[src/rtl/simon_round_ctrl.sv]
// Simon Says round sequencer: pattern generation, LED playback,
// player entry checking and win/lose tracking.
module simon_round_ctrl #(
  parameter int         MAX_LEN       = 32,
  parameter logic [7:0] SEED          = 8'hA5,
  parameter int         ON_TICKS      = 1,
  parameter int         OFF_TICKS     = 1,
  parameter int         TIMEOUT_TICKS = 5
) (
  input  logic       clk,
  input  logic       rst,
  input  logic       tick,
  input  logic       start,
  input  logic [3:0] btn_n,
  output logic [3:0] leds,
  output logic       is_player,
  output logic       correct,
  output logic       wrong,
  output logic [5:0] level,
  output logic       game_over
);

  localparam int T01 =
    (ON_TICKS > OFF_TICKS) ? ON_TICKS : OFF_TICKS;
  localparam int TMAX =
    (T01 > TIMEOUT_TICKS) ? T01 : TIMEOUT_TICKS;
  localparam int CW = $clog2(TMAX + 1);
  localparam int AW = (MAX_LEN > 1) ? $clog2(MAX_LEN) : 1;

  localparam logic [CW-1:0] ON_C  = CW'(ON_TICKS);
  localparam logic [CW-1:0] OFF_C = CW'(OFF_TICKS);
  localparam logic [CW-1:0] TO_C  = CW'(TIMEOUT_TICKS);
  localparam logic [5:0]    MAX_C = 6'(MAX_LEN);

  typedef enum logic [2:0] {
    IDLE,
    GEN,
    SHOW_ON,
    SHOW_OFF,
    WAIT_IN,
    RELEASE,
    WIN,
    LOSE
  } state_t;

  state_t        state, state_d;
  logic [7:0]    lfsr, lfsr_d, lfsr_next;
  logic [5:0]    idx, idx_d;
  logic [5:0]    level_d;
  logic [CW-1:0] tick_cnt, tick_d, tick_inc;
  logic [3:0]    btn_prev;
  logic          correct_d, wrong_d, seq_we;

  logic [1:0]    seq [MAX_LEN];
  logic [1:0]    cur_sym;
  logic [3:0]    cur_hot, pressed;
  logic          press, valid, match, last;

  always_comb begin
    lfsr_next = {lfsr[6:0],
                 lfsr[7] ^ lfsr[5] ^ lfsr[4] ^ lfsr[3]};
    cur_sym   = seq[idx[AW-1:0]];
    cur_hot   = 4'b0001 << cur_sym;
    pressed   = ~btn_n;
    press     = (btn_prev == 4'hF) && (btn_n != 4'hF);
    valid     = $onehot(pressed);
    match     = valid && (pressed == cur_hot);
    last      = (idx == level - 6'd1);
    tick_inc  = tick_cnt + 1'b1;
  end

  always_comb begin
    state_d   = state;
    idx_d     = idx;
    tick_d    = tick_cnt;
    level_d   = level;
    lfsr_d    = lfsr;
    seq_we    = 1'b0;
    correct_d = 1'b0;
    wrong_d   = 1'b0;
    unique case (state)
      IDLE, WIN, LOSE: begin
        if (start) begin
          level_d = 6'd0;
          state_d = GEN;
        end
      end
      GEN: begin
        seq_we  = 1'b1;
        level_d = level + 6'd1;
        lfsr_d  = lfsr_next;
        idx_d   = 6'd0;
        tick_d  = '0;
        state_d = SHOW_ON;
      end
      SHOW_ON: begin
        if (tick) begin
          if (tick_inc == ON_C) begin
            tick_d  = '0;
            state_d = SHOW_OFF;
          end else begin
            tick_d = tick_inc;
          end
        end
      end
      SHOW_OFF: begin
        if (tick) begin
          if (tick_inc == OFF_C) begin
            tick_d = '0;
            if (last) begin
              idx_d   = 6'd0;
              state_d = WAIT_IN;
            end else begin
              idx_d   = idx + 6'd1;
              state_d = SHOW_ON;
            end
          end else begin
            tick_d = tick_inc;
          end
        end
      end
      WAIT_IN: begin
        // a press edge wins over a coincident tick
        if (press) begin
          if (match) begin
            state_d = RELEASE;
          end else begin
            wrong_d = 1'b1;
            state_d = LOSE;
          end
        end else if (tick) begin
          if (tick_inc == TO_C) begin
            wrong_d = 1'b1;
            state_d = LOSE;
          end else begin
            tick_d = tick_inc;
          end
        end
      end
      RELEASE: begin
        if (btn_n == 4'hF) begin
          if (last) begin
            correct_d = 1'b1;
            state_d   = (level == MAX_C) ? WIN : GEN;
          end else begin
            idx_d   = idx + 6'd1;
            tick_d  = '0;
            state_d = WAIT_IN;
          end
        end
      end
      default: state_d = IDLE;
    endcase
  end

  always_comb begin
    leds      = 4'h0;
    is_player = 1'b0;
    game_over = 1'b0;
    unique case (state)
      SHOW_ON: leds = cur_hot;
      WAIT_IN: is_player = 1'b1;
      RELEASE: begin
        is_player = 1'b1;
        // feedback follows the registered button sample
        if (btn_prev != 4'hF) leds = cur_hot;
      end
      WIN: begin
        leds      = 4'hF;
        game_over = 1'b1;
      end
      LOSE: game_over = 1'b1;
      default: leds = 4'h0;
    endcase
  end

  always_ff @(posedge clk) begin
    if (rst) begin
      state    <= IDLE;
      lfsr     <= SEED;
      idx      <= 6'd0;
      tick_cnt <= '0;
      btn_prev <= 4'hF;
      level    <= 6'd0;
      correct  <= 1'b0;
      wrong    <= 1'b0;
    end else begin
      state    <= state_d;
      lfsr     <= lfsr_d;
      idx      <= idx_d;
      tick_cnt <= tick_d;
      btn_prev <= btn_n;
      level    <= level_d;
      correct  <= correct_d;
      wrong    <= wrong_d;
    end
  end

  always_ff @(posedge clk) begin
    if (seq_we && !rst)
      seq[level[AW-1:0]] <= lfsr_next[1:0];
  end

endmodule
[config.mk]
export PLATFORM = sky130hd
export DESIGN_NAME = simon_round_ctrl
export DESIGN_NICKNAME = d
export VERILOG_FILES = /design/src/rtl/simon_round_ctrl.sv
export SDC_FILE = /design/constraint.sdc
export NUM_CORES = 1
export LEC_CHECK = 0
export BUFFER_PORTS_ARGS = -buffer_cell sky130_fd_sc_hd__buf_2
export CORE_ASPECT_RATIO = 2
export CORE_MARGIN = 2
export CORE_UTILIZATION = 50
export CTS_CLUSTER_SIZE = 25
export DETAILED_ROUTE_END_ITERATION = 8
export PLACE_DENSITY = 0.7
export SYNTH_ARGS = -nofsm -noshare
export SYNTH_HDL_FRONTEND = slang
export SYNTH_SLANG_ARGS = --single-unit
[constraint.sdc]
create_clock -name clk -period 2.35 [get_ports clk]
set_input_delay 0 -clock clk [delete_from_list [all_inputs] [get_ports clk]]
set_output_delay 0 -clock clk [all_outputs]
set_load 0.01 [all_outputs]
==> results.json, run 1 <==
{
  "viasPerCell": 5.97,
  "io_pins": 22,
  "first_global_vias": 3496,
  "synth_area_in_compound_gates_pct": 9.74,
  "synthesis.instances": 414,
  "floorplan.die_area_um2": 10600,
  "yosys.area_share.adder_pct": 2.99,
  "synthMuxAreaShare_pct": 9.30,
  "half_perimeter_wire_length_of_the_detailed_placement_result_um": 8150,
  "finalNonFillerCells": 574,
  "drt_pass1_iterations": 4,
  "crit_path_end_kind": "flip-flop",
  "cts_sinks": 101,
  "pin_count_of_the_biggest_net_entering_global_routing": 35,
  "antenna_left": 0,
  "cts_max_level": 3,
  "std_cell_rows": 50,
  "finalMaxSlewViolations": 0,
  "synth_enable_flop_cells": 64,
  "yosys_warnings": 0,
  "min_period_over_period_pct": 97.8,
  "mappedNetlistNets": 433,
  "top_signal_layer_used": "met4",
  "cts_buffers": 9,
  "initial_core_util_pct": 51.7,
  "dp.cells": 552,
  "reg_to_reg_end": "wrong$_SDFF_PP0_",
  "sum_of_negative_setup_slack_ns": 0,
  "criticalPathCategory": "flip-flop to flip-flop",
  "coreArea_um2": 9380,
  "largest_family_of_logic_cells_by_synthesized_area": "simple AND/OR/NAND/NOR gates",
  "data_required_time_at_the_worst_endpoint_ns": 2.57,
  "die_x_um": 73.7,
  "r2r.worst_path.cells": 7,
  "clock_tree.buffer_depth": 2,
  "layout_area_growth_over_synthesis_pct": 16.4,
  "clk_latency_ns": 0.34,
  "worst_clock_skew_ns": 0.00791,
  "dominantRegCellSynth": "edfxtp_1",
  "async_flop_share_pct": 0,
  "regToRegSetupSlack_ns": 0.05,
  "initialDrtViolationCount": 183,
  "power_per_cell_area_nw_per_um2": 985,
  "num_antenna_cells": 0,
  "finalSetupViolCount": 0,
  "final.min_clock_period_ns": 2.30,
  "layout.cell_area.non_filler_um2": 5650,
  "global_route_usage_over_all_layers_pct": 22.4,
  "syn_area_um2": 4850,
  "cp-endpoint": "wrong$_SDFF_PP0_",
  "synth_seq_cells": 101,
  "total_met3_wirelength_after_detailed_routing_um": 291,
  "grt_first_pass_wirelength_um": 17600,
  "finalPower_mw": 5.57,
  "die_height_um": 143,
  "route.detailed.wl_per_inst_um": 19.4,
  "antenna_found_initial": 0,
  "synthXorXnorAreaFrac_pct": 3.07,
  "clkTransAtPathRegs_ns": 0.06,
  "timing.critical_path.arrival_ns": 2.52,
  "worst_slew_pin_slew_ns": 0.684,
  "tritoncts": "built",
  "nFillCells": 741,
  "synth_top_cells_by_area": "edfxtp_1 40%, dfxtp_1 15%, mux4_1 7.0%",
  "holdCritPathClass": "input pin to flip-flop",
  "drive_gt1_share_pct": 25.5,
  "path_max_fanout": 7,
  "maxCapViolCount": 0,
  "yosysUniqueCellTypes": 62,
  "p_leak_nw": 2.05,
  "place_area_um2": 5230,
  "finalNetCount": 484,
  "post_synth_and_or_nand_nor_area_fraction_pct": 17.1,
  "route.vias.total": 3428,
  "final_cell_mix": "64 x edfxtp_1, 56 x nor2_1, 36 x nand2_1",
  "grt-ovfl-total": 0,
  "grt_setup_unrepaired": "yes",
  "portBuffers": 21,
  "final_core_utilization_pct": 60.2,
  "status": "finished clean",
  "start_kind": "flip-flop",
  "clock-root-buffer": "clkbuf_16",
  "power.ir.vdd_worst_uv": 543,
  "timing.slew.headroom_pct": 54.4,
  "drt_wl_total_um": 11100,
  "most_frequent_standard_cell_in_the_layout_excluding_fill_and_tap_cells": "edfxtp_1",
  "globalplace.congestion": 0.845,
  "final-hold-violation-count": 0,
  "fmax_mhz": 435,
  "detail_route.wirelength.met1_um": 3960,
  "share_of_synthesized_area_occupied_by_flip_flops_and_latches_pct": 54.8,
  "post-synth-top-area-fraction_pct": 39.6,
  "detailroute.wirelength.met2_um": 6440,
  "post_synth.cell_area_avg_um2": 11.7,
  "synth.largest_area_cell": "edfxtp_1",
  "drt_drc_violations_left": 0
}
[power breakdown]
part	switching, mW	internal, mW
registers	0.0888	2.29
logic	1.05	0.686
clock network	0.628	0.829
[layer usage]
layer / vias up / GRT usage (%)
met4: 0 / 10.5
li1: 1639 / -
met5: - / 0
met2: 78 / 42.6
met1: 1683 / 22.7
met3: 28 / 3.65
[cell usage after synthesis (all sizes together) (2+ instances only)]
| cell | count |
|---|---|
| a211oi | 4 |
| a21o | 4 |
| a21oi | 15 |
| a22oi | 8 |
| a31o | 2 |
| a31oi | 3 |
| a32oi | 2 |
| a41oi | 2 |
| and2 | 2 |
| and3 | 6 |
| and3b | 2 |
| and4 | 3 |
| buf | 3 |
| clkbuf | 13 |
| dfxtp | 37 |
| edfxtp | 64 |
| ha | 10 |
| inv | 14 |
| mux2 | 6 |
| mux2i | 2 |
| mux4 | 14 |
| nand2 | 36 |
| nand2b | 6 |
| nand3 | 12 |
| nand3b | 8 |
| nand4 | 6 |
| nor2 | 56 |
| nor2b | 2 |
| nor3 | 7 |
| nor3b | 2 |
| nor4 | 3 |
| o211ai | 2 |
| o21ai | 16 |
| o221a | 2 |
| or2 | 4 |
| or3 | 2 |
| or3b | 2 |
| or4 | 2 |
| xnor2 | 8 |
| xor2 | 9 |
[stage by stage]
| stage | hold WS, ns | setup slack [ns] |
|---|---|---|
| 4_1_cts | 0.106 | -0.000277 |
| 3_3_place_gp | 0.283 | 0.0171 |
| 3_5_place_dp | 0.283 | -0.0311 |
| 5_1_grt | 0.162 | -0.0213 |
| 2_1_floorplan | 0.107 | 0.0240 |
| 6_report | 0.113 | 0.0512 |
[cell type report]
class	count	area [µm²]	share of cell area, %
inverters	15	56.3	0.996
clock inverters	5	60.1	1.06
well taps	104	130	2.30
clock buffers	11	233	4.12
repair buffers	56	399	7.06
flip-flops and latches	101	2670	47.2
multi-input cells	282	2100	37.2
[how the worst min path moves through the flow]
stage	from	end	slack, ns	cells after the start
floorplan	btn_n[0]	btn_prev[0]$_SDFF_PP1_	0.11	1
global placement	btn_n[2]	btn_prev[2]$_SDFF_PP1_	0.28	2
detailed placement	btn_n[2]	btn_prev[2]$_SDFF_PP1_	0.28	2
CTS	btn_n[1]	wrong$_SDFF_PP0_	0.11	4
global route	btn_n[1]	wrong$_SDFF_PP0_	0.16	4
finish	btn_n[1]	wrong$_SDFF_PP0_	0.11	4
[state kept, by name, summed over array words and instances (netlist names), named ones only]
| name | cells |
|---|---|
| btn_prev | 4 |
| correct | 1 |
| idx | 6 |
| level | 6 |
| lfsr | 8 |
| seq | 64 |
| state | 3 |
| tick_cnt | 3 |
| wrong | 1 |
[worst max-delay path: stages (launching register included)]
cell and delay, ns:
dfxtp_4 0.38, buf_6 0.15, mux4_2 0.53, a22oi_2 0.29, nand4_4 0.13, or4_4 0.50
o211ai_2 0.09, a31oi_1 0.10
[timing repair]
item                                   in CTS  in global routing
pin swaps                                   5                  9
hold buffers                                4                  0
endpoints found under the hold margin       4                  0
gates cloned                                1                  0
gates resized for setup                    21                 22
setup endpoints to repair                   6                 21
setup buffers                               0                  3
[cells by family (layout without fill, tap and decap cells)]
kind of cell    count (synthesis)  after routing
compound gates                 69             69
xor+xnor                       17             17
fa+ha+maj                      11             11
buf+inv                        31             87
flops                         101            101
mux                            22             22
simple gates                  163            163
No activity file was read; power rests on OpenSTA's default activity.
==> run 2: changes to the inputs <==
Settings changed: BUFFER_PORTS_ARGS -buffer_cell sky130_fd_sc_hd__buf_2 to unset, DONT_BUFFER_PORTS set to 1, PLACE_DENSITY 0.7 to unset.
Clock period 2.35 ns to 2.5 ns, I/O delays scaled along.
==> run 2 against run 1 <==
Cell area is essentially flat. First-iteration DRC count shrank 15%. Routed wire length grew 1.9%. Sequential share of layout area is essentially flat. Setup slack lost 0.018 ns. Critical endpoint unchanged. Sequential power shrank 5%. Worst hold slack lost 0.076 ns. Register-to-register slack lost 0.02 ns. Critical path type unchanged. Sequential cell count is the same. Combinational power shrank 7%. Critical path depth grew 1. Non-clock buffer count shrank 11.
==> results.json, run 2 (synthesis gave the netlist of run 1 again) <==
{
  "status": "finished clean",
  "worst_clock_skew_ns": 0.00674,
  "data_required_time_at_the_worst_endpoint_ns": 2.73,
  "final_cell_mix": "64 x edfxtp_1, 56 x nor2_1, 38 x buf_4",
  "power_per_cell_area_nw_per_um2": 948,
  "floorplan.die_area_um2": 10600,
  "die_height_um": 143,
  "finalSetupViolCount": 0,
  "final.min_clock_period_ns": 2.47,
  "coreArea_um2": 9380,
  "die_x_um": 73.7,
  "p_leak_nw": 2.02,
  "r2r.worst_path.cells": 8,
  "criticalPathCategory": "flip-flop to flip-flop",
  "initial_core_util_pct": 51.7,
  "tritoncts": "built",
  "cts_sinks": 101,
  "fin_hold_ws_ns": 0.0366,
  "path_max_fanout": 9,
  "cts_max_level": 3,
  "start_kind": "flip-flop",
  "clk_latency_ns": 0.34,
  "timing.critical_path.arrival_ns": 2.69,
  "timing.slew.headroom_pct": 32.2,
  "half_perimeter_wire_length_of_the_detailed_placement_result_um": 7980,
  "crit_path_end_kind": "flip-flop",
  "most_frequent_standard_cell_in_the_layout_excluding_fill_and_tap_cells": "edfxtp_1",
  "power.ir.vdd_worst_uv": 669,
  "initialDrtViolationCount": 156,
  "clock_tree.buffer_depth": 2,
  "io_pins": 22,
  "pin_count_of_the_biggest_net_entering_global_routing": 35,
  "clkTransAtPathRegs_ns": 0.07,
  "sum_of_negative_setup_slack_ns": 0,
  "route.vias.total": 3416,
  "min_period_over_period_pct": 98.7,
  "holdPathStages": 2,
  "layout_area_growth_over_synthesis_pct": 16.3,
  "globalplace.congestion": 0.859,
  "viasPerCell": 6.07,
  "grt-ovfl-total": 0,
  "largest_register_ff_count": 64,
  "worst_slew_pin_slew_ns": 1.01,
  "first_global_vias": 3512,
  "drt_pass1_iterations": 4,
  "final-hold-violation-count": 0,
  "antenna_left": 0,
  "regToRegSetupSlack_ns": 0.03,
  "finalMaxSlewViolations": 0,
  "drt_drc_violations_left": 0,
  "num_antenna_cells": 0,
  "holdCritPathClass": "input pin to flip-flop",
  "cts_buffers": 9,
  "maxCapViolCount": 0,
  "portBuffers": 0,
  "grt_first_pass_wirelength_um": 17700,
  "drive_gt1_share_pct": 19.6,
  "route.detailed.wl_per_inst_um": 20.1,
  "fmax_mhz": 405,
  "antenna_found_initial": 0,
  "finalNetCount": 473,
  "drt_wl_total_um": 11300,
  "global_route_usage_over_all_layers_pct": 22.9,
  "std_cell_rows": 50,
  "clock-root-buffer": "clkbuf_16"
}
-- run 2: cell count changes in the layout (fill, tap and decap cells not counted), moves of 3 or more --
cell     change
mux4_2       -9
a22oi_2      -3
a22oi_1      +3
buf_2       -20
mux4_1       +9
buf_6        -3
buf_4       +10
-- run 2: worst max-delay path, stage by stage (launching register included) --
cell       delay, ns
dfxtp_4         0.36
bufbuf_16       0.27
mux4_1          0.54
a22oi_1         0.18
buf_4           0.18
nand4_2         0.12
or4_4           0.51
o211ai_2        0.09
a31oi_1         0.10
-- run 2: cell type report --
| cell class | instances | area, µm² |
|---|---|---|
| Clock buffer | 9 | 225 |
| Inverter | 15 | 56.3 |
| Sequential cell | 101 | 2670 |
| Timing Repair Buffer | 45 | 388 |
| Tap cell | 104 | 130 |
| Fill cell | 799 | 3740 |
| Clock inverter | 7 | 97.6 |
| Multi-Input combinational cell | 282 | 2080 |
-- run 2: metrics by stage --
| step | setup slack [ns] | instance area [µm²] | instances | power (mW) | utilization, % |
|---|---|---|---|---|---|
| 6_report | 0.0333 | 5650 | 563 | 5.36 | 60.2 |
| 2_1_floorplan | 0.0291 | 4850 | 414 | 3.23 | - |
| 3_3_place_gp | 0.0298 | 5160 | 534 | 3.77 | 55.0 |
| 5_1_grt | -0.0268 | 5650 | 563 | 5.62 | 60.2 |
| 3_5_place_dp | 0.00412 | 5160 | 534 | 3.80 | 55.0 |
| 4_1_cts | 0.00678 | 5590 | 559 | 5.35 | 59.6 |
-- run 2: path summary, 6_finish.rpt --
path	to	startpoint
hold reg to reg	lfsr[6]$_SDFFE_PP0P_	lfsr[6]$_SDFFE_PP0P_
setup / recovery	wrong$_SDFF_PP0_	flip-flop
setup reg to reg	wrong$_SDFF_PP0_	flip-flop
hold / removal	correct$_SDFF_PP0_	btn_n[2]
-- run 2: layer usage --
| layer | global-route usage, % | share of wire [%] |
|---|---|---|
| met1 | 24.4 | 37 |
| met2 | 40.8 | 54 |
| met3 | 3.44 | 3.1 |
| met4 | 14.2 | 5.7 |
| met5 | 0 | 0 |
-- run 2: where the power goes --
group          internal, mW  switching, mW  total [mW]
sequential             2.15          0.102        2.25
combinational         0.652          0.963        1.61
clock                 0.883          0.604        1.49
-- run 2: timing repair --
action,4_1_cts,5_1_grt
resized for setup,7,10
setup endpoints to repair,5,10
hold buffers,5,0
endpoints found under the hold margin,37,0
pin swaps,0,2
setup buffers,3,4
cloned,1,0
==> run 3: changes to the inputs <==
Settings changed: MAX_ROUTING_LAYER set to met4.
==> run 3 against run 2 <==
Combinational power hardly changed. Cell area stayed put. Clock power hardly changed. Sequential cell count stayed put. First-iteration DRC count is 13% higher. Clock skew is 0.00063 ns lower. Die area stayed put. Critical path type unchanged. Largest cell class unchanged.
==> results.json, run 3 (synthesis gave the netlist of run 1 again) <==
{
  "holdCritPathClass": "input pin to flip-flop",
  "start_kind": "flip-flop",
  "worst_slew_pin_slew_ns": 1.00,
  "die_x_um": 73.7,
  "top_signal_layer_used": "met4",
  "timing.critical_path.arrival_ns": 2.69,
  "clkTransAtPathRegs_ns": 0.07,
  "drive_gt1_share_pct": 19.6,
  "detailroute.wirelength.met2_um": 6300,
  "final-hold-violation-count": 0,
  "finalNetCount": 473,
  "finalNonFillerCells": 563,
  "clk_latency_ns": 0.34,
  "io_pins": 22,
  "finalSetupViolCount": 0,
  "antenna_left": 0,
  "cts_max_level": 3,
  "portBuffers": 0,
  "initialDrtViolationCount": 176,
  "clock_tree.buffer_depth": 2,
  "coreArea_um2": 9380,
  "floorplan.die_area_um2": 10600,
  "r2r.worst_path.cells": 8,
  "holdPathStages": 2,
  "maxCapViolCount": 0,
  "drt_pass1_iterations": 4,
  "criticalPathCategory": "flip-flop to flip-flop",
  "crit_path_end_kind": "flip-flop",
  "final.min_clock_period_ns": 2.46,
  "layout_area_growth_over_synthesis_pct": 16.3,
  "drt_drc_violations_left": 0,
  "path_max_fanout": 9,
  "final_core_utilization_pct": 60.2,
  "status": "finished clean",
  "detail_route.wirelength.met1_um": 4280,
  "half_perimeter_wire_length_of_the_detailed_placement_result_um": 7980,
  "fmax_mhz": 406,
  "grt_first_pass_wirelength_um": 17700,
  "pin_count_of_the_biggest_net_entering_global_routing": 35,
  "cts_buffers": 9,
  "finalMaxSlewViolations": 0,
  "global_route_usage_over_all_layers_pct": 23.6,
  "most_frequent_standard_cell_in_the_layout_excluding_fill_and_tap_cells": "edfxtp_1",
  "viasPerCell": 6.11,
  "die_height_um": 143,
  "route.detailed.wl_per_inst_um": 20.2,
  "cts_sinks": 101,
  "min_period_over_period_pct": 98.4,
  "std_cell_rows": 50,
  "clock-root-buffer": "clkbuf_16",
  "globalplace.congestion": 0.873,
  "first_global_vias": 3501,
  "route.vias.total": 3439,
  "grt-ovfl-total": 0,
  "timing.slew.headroom_pct": 32.9,
  "drt_wl_total_um": 11400,
  "num_antenna_cells": 0,
  "dp.cells": 534,
  "antenna_found_initial": 0,
  "fin_hold_ws_ns": 0.0259,
  "worst_clock_skew_ns": 0.00611,
  "largest_register_ff_count": 64,
  "initial_core_util_pct": 51.7,
  "power.ir.vdd_worst_uv": 669,
  "final_cell_mix": "64 x edfxtp_1, 56 x nor2_1, 38 x buf_4",
  "p_leak_nw": 2.02,
  "power_per_cell_area_nw_per_um2": 949,
  "data_required_time_at_the_worst_endpoint_ns": 2.73,
  "tritoncts": "built",
  "total_met3_wirelength_after_detailed_routing_um": 323
}
run 3: layout make-up:
| type | instances | area [µm²] |
|---|---|---|
| well taps | 104 | 130 |
| clock inverters | 7 | 97.6 |
| multi-input cells | 282 | 2080 |
| inverters | 15 | 56.3 |
| flip-flops and latches | 101 | 2670 |
| clock buffers | 9 | 225 |
| repair buffers | 45 | 388 |
| fillers | 799 | 3740 |
run 3: through the flow:
step | setup TNS, ns | setup WS [ns] | power [mW] | instance area [µm²]
2_1_floorplan | 0 | 0.0291 | 3.23 | 4850
3_3_place_gp | 0 | 0.0298 | 3.77 | 5160
3_5_place_dp | 0 | 0.00412 | 3.80 | 5160
4_1_cts | 0 | 0.00678 | 5.35 | 5590
5_1_grt | -0.0725 | -0.0280 | 5.62 | 5650
6_report | 0 | 0.0388 | 5.36 | 5650
run 3: final timing paths:
check,start,endpoint,slack (ns)
worst max-delay path,flip-flop,wrong$_SDFF_PP0_,0.04
worst min-delay path,btn_n[2],correct$_SDFF_PP0_,0.03
worst max register to register,flip-flop,wrong$_SDFF_PP0_,0.04
worst min register to register,lfsr[6]$_SDFFE_PP0P_,lfsr[6]$_SDFFE_PP0P_,0.46
run 3: timing repair:
item | CTS | global route
hold buffers | 5 | 0
hold endpoints to repair | 37 | 0
endpoints found under the setup margin | 5 | 10
gates resized for setup | 7 | 10
gates cloned | 1 | 0
pin swaps | 0 | 2
buffers inserted | 3 | 4
run 3: critical path: stages, from the launching register on:
cell	delay, ns
dfxtp_4	0.36
bufbuf_16	0.27
mux4_1	0.54
a22oi_1	0.18
buf_4	0.18
nand4_2	0.12
or4_4	0.51
o211ai_2	0.09
a31oi_1	0.10
run 3: routing by layer:
layer  vias to the layer above  GRT usage, %
li1                       1631             -
met1                      1695          24.4
met2                        76          41.3
met3                        37          3.86
met4                         0          12.6
met5                         -             -
run 3: report_power, final:
group,switching (mW),internal (mW)
clock network,0.611,0.883
registers,0.102,2.15
logic,0.962,0.652
total,1.68,3.69
